**src/rtl/rand_range_fifo.sv**
```systemverilog
// rand_range_fifo: consumer of a 32-bit random word generator.
// Each 0->1 edge of rand_ready captures rand_result. The word is scaled into [lo, lo+span)
// by taking the high half of rand_result*span, or passed through raw when span is 0. Results
// are buffered in a FIFO with a valid/ready output. gen_en throttles the generator so that
// every sample has a slot waiting for it.
//
// Ports:
//   clk, rst_n        clock, asynchronous active-low reset
//   flush             synchronous clear of FIFO, in-flight sample and overflow flag
//   span, lo          range width (0 = raw passthrough) and range base, sampled on capture
//   gen_en            registered enable to the generator
//   rand_ready        generator ready level; its rising edge marks a new word
//   rand_result       generator word
//   out_valid/ready   FIFO head handshake; out_data is the head value (0 while empty)
//   level             FIFO occupancy 0..DEPTH
//   overflow          sticky: a sample was dropped because the FIFO was full with no pop
//   sample_cnt        samples written into the FIFO, wraps
module rand_range_fifo #(
  parameter int unsigned DEPTH = 16,
  parameter int unsigned AW    = 4
) (
  input  logic          clk,
  input  logic          rst_n,
  input  logic          flush,
  input  logic [31:0]   span,
  input  logic [31:0]   lo,
  output logic          gen_en,
  input  logic          rand_ready,
  input  logic [31:0]   rand_result,
  output logic          out_valid,
  input  logic          out_ready,
  output logic [31:0]   out_data,
  output logic [AW:0]   level,
  output logic          overflow,
  output logic [31:0]   sample_cnt
);

  localparam logic [AW:0] DepthW = (AW + 1)'(DEPTH);

  logic [31:0] mem [DEPTH];

  logic        rdy_q;
  logic        new_smp;
  logic        s1_valid_q, s1_valid_d;
  logic        s1_zero_q;
  logic [63:0] s1_prod_q;
  logic [31:0] s1_raw_q;
  logic [31:0] s1_lo_q;

  logic [AW:0] wr_ptr_q, wr_ptr_d;
  logic [AW:0] rd_ptr_q, rd_ptr_d;
  logic [AW:0] level_d;
  logic [AW:0] free_d;
  logic        gen_en_q, gen_en_d;
  logic        overflow_q, overflow_d;
  logic [31:0] sample_cnt_q, sample_cnt_d;

  logic        wr_req;
  logic        pop;
  logic        full;
  logic        accept;
  logic        drop;
  logic [31:0] s2_value;

  assign new_smp = rand_ready & ~rdy_q;

  assign level     = wr_ptr_q - rd_ptr_q;
  assign out_valid = (level != '0);
  assign full      = (level == DepthW);
  assign out_data  = out_valid ? mem[rd_ptr_q[AW-1:0]] : '0;

  assign gen_en     = gen_en_q;
  assign overflow   = overflow_q;
  assign sample_cnt = sample_cnt_q;

  // Stage 2: finish the scaling from the registered product.
  assign s2_value = s1_zero_q ? s1_raw_q : s1_lo_q + s1_prod_q[63:32];

  always_comb begin
    wr_req = s1_valid_q & ~flush;
    pop    = out_valid & out_ready & ~flush;
    // A full FIFO still accepts a write when the head leaves in the same cycle.
    accept = wr_req & (~full | pop);
    drop   = wr_req & full & ~pop;

    s1_valid_d   = new_smp & ~flush;
    wr_ptr_d     = flush ? '0 : wr_ptr_q + (AW + 1)'(accept);
    rd_ptr_d     = flush ? '0 : rd_ptr_q + (AW + 1)'(pop);
    overflow_d   = ~flush & (overflow_q | drop);
    sample_cnt_d = sample_cnt_q + 32'(accept);

    level_d  = wr_ptr_d - rd_ptr_d;
    free_d   = DepthW - level_d;
    // Keep two free slots beyond the in-flight sample: gen_en is registered and the generator
    // may already be raising rand_ready when it drops.
    gen_en_d = (free_d >= ((AW + 1)'(2) + (AW + 1)'(s1_valid_d)));
  end

  always_ff @(posedge clk or negedge rst_n) begin
    if (!rst_n) begin
      rdy_q        <= 1'b0;
      s1_valid_q   <= 1'b0;
      s1_zero_q    <= 1'b0;
      s1_prod_q    <= '0;
      s1_raw_q     <= '0;
      s1_lo_q      <= '0;
      wr_ptr_q     <= '0;
      rd_ptr_q     <= '0;
      gen_en_q     <= 1'b0;
      overflow_q   <= 1'b0;
      sample_cnt_q <= '0;
    end else begin
      rdy_q      <= rand_ready;
      s1_valid_q <= s1_valid_d;
      // Stage 1: span and lo are sampled only with the word they scale.
      if (new_smp) begin
        s1_prod_q <= 64'(rand_result) * 64'(span);
        s1_raw_q  <= rand_result;
        s1_lo_q   <= lo;
        s1_zero_q <= (span == '0);
      end
      wr_ptr_q     <= wr_ptr_d;
      rd_ptr_q     <= rd_ptr_d;
      gen_en_q     <= gen_en_d;
      overflow_q   <= overflow_d;
      sample_cnt_q <= sample_cnt_d;
    end
  end

  // Storage needs no reset: out_data is gated while the FIFO is empty.
  always_ff @(posedge clk) begin
    if (accept) begin
      mem[wr_ptr_q[AW-1:0]] <= s2_value;
    end
  end

endmodule

```
**config.mk**
```make
export PLATFORM = sky130hd
export DESIGN_NAME = rand_range_fifo
export DESIGN_NICKNAME = d
export VERILOG_FILES = /design/src/rtl/rand_range_fifo.sv
export SDC_FILE = /design/constraint.sdc
export NUM_CORES = 2
export LEC_CHECK = 0
export BUFFER_PORTS_ARGS = -buffer_cell sky130_fd_sc_hd__buf_2
export CORE_UTILIZATION = 50
export CTS_BUF_LIST = sky130_fd_sc_hd__clkbuf_8 sky130_fd_sc_hd__clkbuf_16
export CTS_CLUSTER_SIZE = 10
export DETAILED_ROUTE_END_ITERATION = 10
export PLACE_DENSITY = 0.66
export SLEW_MARGIN = 0
export SYNTH_ARGS = -nofsm -noshare
export SYNTH_HDL_FRONTEND = slang
export SYNTH_SLANG_ARGS = --single-unit
```
**constraint.sdc**
```tcl
create_clock -name clk -period 10.53 [get_ports clk]
set_clock_uncertainty 0.05 [all_clocks]
set_input_delay 2.106 -clock clk [delete_from_list [all_inputs] [get_ports clk]]
set_output_delay 2.106 -clock clk [all_outputs]
set_load 0.1 [all_outputs]
```
# Yosys cells after proc, flatten, opt, wreduce, memory -nomap -nowiden
# Memory sizes are Yosys's and may differ from the RTL's.
# Cells that the tools add are included.
# op_classes
n_addsub	8
mul	1
magnitude_cmp	1
n_eq_ne	1
n_mux	6
n_bitwise	15
n_reduce_logical	2
# op_table
op	n
multiplier 32 x 32 -> 64 bit	1
2-to-1 mux 32 bit	2
adder 32 x 1 -> 32 bit	1
adder 32 bit	1
zero test 32 bit	1
adder 5 x 1 -> 5 bit	2
2-to-1 mux 5 bit	2
subtractor 5 bit	2
bitwise AND 1 bit	9
== test 5 bit (second input constant)	1
>= comparator 5 x 3 -> 1 bit	1
nonzero test 5 bit	1
subtractor 5 bit (first input constant)	1
inverter 1 bit	4
adder 2 x 1 -> 3 bit (first input constant)	1
2-to-1 mux 1 bit	2
bitwise OR 1 bit	2
# totals
reg_bits	175
ramBits	512
elab_cells	46
mem_count	1
# mem_list
name	words	width	read_ports	rd_ports_with_merged_regs	wr	line	rtl
mem	16	32	1	0	1	40	logic [31:0] mem [DEPTH];

# Depth between registers and ports, before layout
# logic_depth
word_depth	11
ltp_mapped	27
mapped_depth_nobuf	26

# Worst setup path after synthesis
# OpenSTA, ideal clock, no wires.
# synth_timing
path_type	input -> register
start	input span[9]
end	register s1_prod_q[60]
setup_time_ns	0.126
arrival_time_ns	8.759
required_time_ns	10.354
slack_ns	1.595
stages	22
n_path_buf	1
path_cell_list	clkbuf_1 and2_1 fa_1 fa_1 inv_1 fa_1 fa_1 inv_1 fa_1 fa_1 fa_1 fa_1 ha_1 and4_1 nand4_1 nor4_1 or3_4 nor4_4 or4_4 and2_4 o2111a_1 a221o_1
# synth_via
elab_chain_len	1
# synth_rtl
item	line	rtl
start: declaration	25	input logic [31:0] span,
multiplier 32 x 32 -> 64 bit	117	s1_prod_q <= 64'(rand_result) * 64'(span);
end signal: assignment	117	
end: declaration	46	logic [63:0] s1_prod_q;
# Every way passes these cells.
# A chain may end at the register's enable or synchronous reset.

# Worst setup path in the final report
# layout_timing
start	input span[15]
end	register s1_prod_q[60]
# Same word-level chain as after synthesis.

==> metrics.md <==
| Metric | Value |
|---|---|
| Outcome | `complete, but fails checks` |
| Failing checks | `DRC` |
| CP Launch Point | `span[15]` |
| Post-CTS Hold Buffers | `0` |
| Worst EP arrival | `9.96 ns` |
| Post-synth ARST share | `between 20% and 30%` |
| Die area | `120,000 sq um` |
| Slew HR | `16.6%` |
| Syn_nets | `6,584` |
| Post-synthesis cell area | `59,400 sq um` |
| Cell variety after synth | `68` |
| GRT met2 Usage | `between 40% and 50%` |
| Gpl congestion | `0.917` |
| First-pass GRT wire length | `246,000 um` |
| CTS tree | `done` |
| HPWL after DPL | `113,000 um` |
| Clock slew at reported path FFs | `0.05 ns` |
| Die height | `347 um` |
| Initial antenna violation count | `3` |
| Post-CTS resize count | `0` |
| Sequential-to-total area share from yosys stat | `31.9%` |
| Hold crit path type | `flip-flop to flip-flop` |
| Vias in the first global route | `a little over 40,000` |
| Post-CTS Setup Inserts | `0` |
| Top-Level Pins | `173` |
| FF/Latch Area | `19,000 sq um` |
| Top FF cell, synth | `edfxtp_1` |
| GR Overflow Total | `0` |
| Die width | `347 um` |
| Max Fclk | `approximately 110 MHz` |
| Residual DRC count | `1` |
| RSZ-0062 raised after global routing | `false` |
| Final setup fails | `0` |
| Drt pass-1 iters | `9` |
| Crit path max fanout | `33` |
| CTS Buffer Depth | `3` |
| DRT antenna net count | `0` |
| Filler Cells Inserted | `10,071` |
| Share of layout cells above drive strength 1 | `approximately a tenth` |
| Max Cap Violations | `0` |
| Final slew viol count | `0` |
| Worst-margin pin slew | `1.24 ns` |
| M1 GR Usage | `about 37%` |
| Most frequent cells in the layout | `903 x inv_1, 898 x fa_1, 712 x nand2_1` |
| Kind of critical path | `input pin to flip-flop` |
| Area grow syn2layout | `8.42%` |
| CTS sink cnt | `655` |
| Grt met3 use | `under 10%` |
| H-tree Lvls | `3` |
| Area used by multi-input combinational logic | `36,200 sq um` |
| Critical path launch point type | `input pin` |
| Layout Nets | `around 6,700` |
| Global-route usage over all layers | `27.0%` |
| CTS buffer count | `76` |
| Syn_area_per_cell | `~11 sq um` |
| Synth Register Bits | `655` |
| Commonest non-fill, non-tap cell in the layout | `inv_1` |
| Synth warnings | `0` |
| Final period util | `90.4%` |
| Synthesized instance count | `5,276` |
| Period minus WS final | `9.52 ns` |
| Initial Util | `around half` |
| Drt wl/cell | `around 23 um` |
| Std cell rows | `about 130` |
| Core area | `118,000 sq um` |
| Clk Latency, worst-skew pair | `0.62 ns` |
| CP required | `10.98 ns` |
| Routed wire length | `159,000 um` |
| HP Start | `s1_raw_q[7]` |
| PortBufs | `172` |
| Setup_tns | `0 ns` |
| Drt first-iter violations | `between 3,000 and 4,000` |
| Root Buffer | `clkbuf_16` |
| Setup crit end kind | `flip-flop` |
| Via density | `5.62` |
| Total number of vias | `38,983` |
| Gr busiest metal | `met2` |
| Fin. Hold Viols | `0` |
| Post-synth EDFFs | `512` |
| Worst r2r src | `rd_ptr_q[1]` |
| Largest net degree at the start of global routing | `128` |
-- layout make-up --
cell class,count,share of cell area (%)
Antenna cell,1,0.00389
Inverter,878,5.12
Clock inverter,36,0.354
Sequential cell,655,29.4
Tap cell,1536,2.98
Timing Repair Buffer,302,2.90
Clock buffer,76,2.95
Multi-Input combinational cell,3456,56.2
-- synth_stat cells (7+ instances only) --
master	number	area [sq um]
nand3_1	42	210
xor2_1	42	368
clkbuf_1	256	961
ha_1	309	3870
nand2b_1	17	106
o21a_1	7	52.6
and2_1	612	3830
o21bai_1	8	60.1
nand2_1	714	2680
dfrtp_1	143	3580
a21oi_1	96	480
mux2i_1	100	1000
nand4_1	23	144
a31oi_1	8	50.1
buf_1	29	109
a211oi_1	9	67.6
o221ai_1	52	455
a21o_1	50	375
o22ai_1	26	163
mux4_2	85	1910
nor2b_1	21	131
nor3_1	36	180
o31ai_1	9	67.6
and3_1	15	93.8
fa_1	898	18000
o21ai_0	87	435
nor4_1	10	62.6
xnor2_1	60	526
nor2_1	59	221
inv_1	876	3290
edfxtp_1	512	15400
-- per-layer routing --
| layer | up-vias | part of all wire [%] |
|---|---|---|
| met3 | 271 | 7.3 |
| met2 | 1460 | 48 |
| met5 | - | 0 |
| li1 | 16934 | - |
| met1 | 20318 | 42 |
| met4 | 0 | 2.7 |
-- flip-flops by register name, indices dropped and copies added (netlist names) --
register	cells
s1_zero_q	1
rdy_q	1
wr_ptr_q	5
s1_valid_q	1
overflow	1
gen_en	1
s1_lo_q	32
mem	512
rd_ptr_q	5
s1_raw_q	32
s1_prod_q	32
sample_cnt	32
-- critical path, stage by stage --
cell and delay, ns:
buf_2 0.61, and2_1 0.25, fa_1 0.45, fa_1 0.53, inv_1 0.06, fa_1 0.47
fa_1 0.50, fa_1 0.54, inv_1 0.05, fa_1 0.47, fa_1 0.51, fa_1 0.42
ha_1 0.36, nand2_1 0.08, nor3_2 0.33, nand4_1 0.30, nor4_1 0.35, or3_4 0.22
nor4_4 0.05, or4_4 0.55, and2_4 0.18, o2111a_1 0.23, a221o_1 0.26
-- cells by family (layout without fill, tap and decap cells) --
| group | after synthesis | in the layout | synth area share (%) |
|---|---|---|---|
| mux | 189 | 189 | 4.98 |
| compound gates | 384 | 384 | 4.21 |
| buf+inv | 1165 | 1292 | 7.37 |
| flops | 655 | 655 | 31.9 |
| other cells | 0 | 1 | 0 |
| fa+ha+maj | 1207 | 1207 | 36.8 |
| xor+xnor | 102 | 102 | 1.50 |
| simple gates | 1574 | 1574 | 13.3 |
-- final timing paths --
| path | end | slack, ns | cells past startpoint |
|---|---|---|---|
| min in group asynchronous | sample_cnt[12] | 1.51 | 1 |
| max reg2reg | gen_en | 5.09 | 20 |
| max in group asynchronous | s1_zero_q | 7.61 | 2 |
| min reg2reg | s1_raw_q[7] | 0.42 | 2 |
| min | s1_raw_q[7] | 0.42 | 2 |
| max | s1_prod_q[60] | 1.01 | 23 |
-- metrics by stage --
stage / std cells / instance area (sq um) / hold WS (ns) / setup WS [ns] / utilization (%)
6_report: 6940 / 64400 / 0.419 / 1.01 / 54.6
5_1_grt: 6940 / 64400 / 0.439 / 0.770 / 54.6
4_1_cts: 6939 / 64400 / 0.424 / 1.04 / 54.6
3_5_place_dp: 6827 / 62300 / 0.409 / 0.373 / 52.8
3_3_place_gp: 6827 / 62300 / 0.405 / 0.540 / 52.8
2_1_floorplan: 5276 / 59400 / 0.391 / 1.59 / -
Power is not shown: default switching activity piles up to over one toggle a cycle in this logic, so the estimate is an artifact.
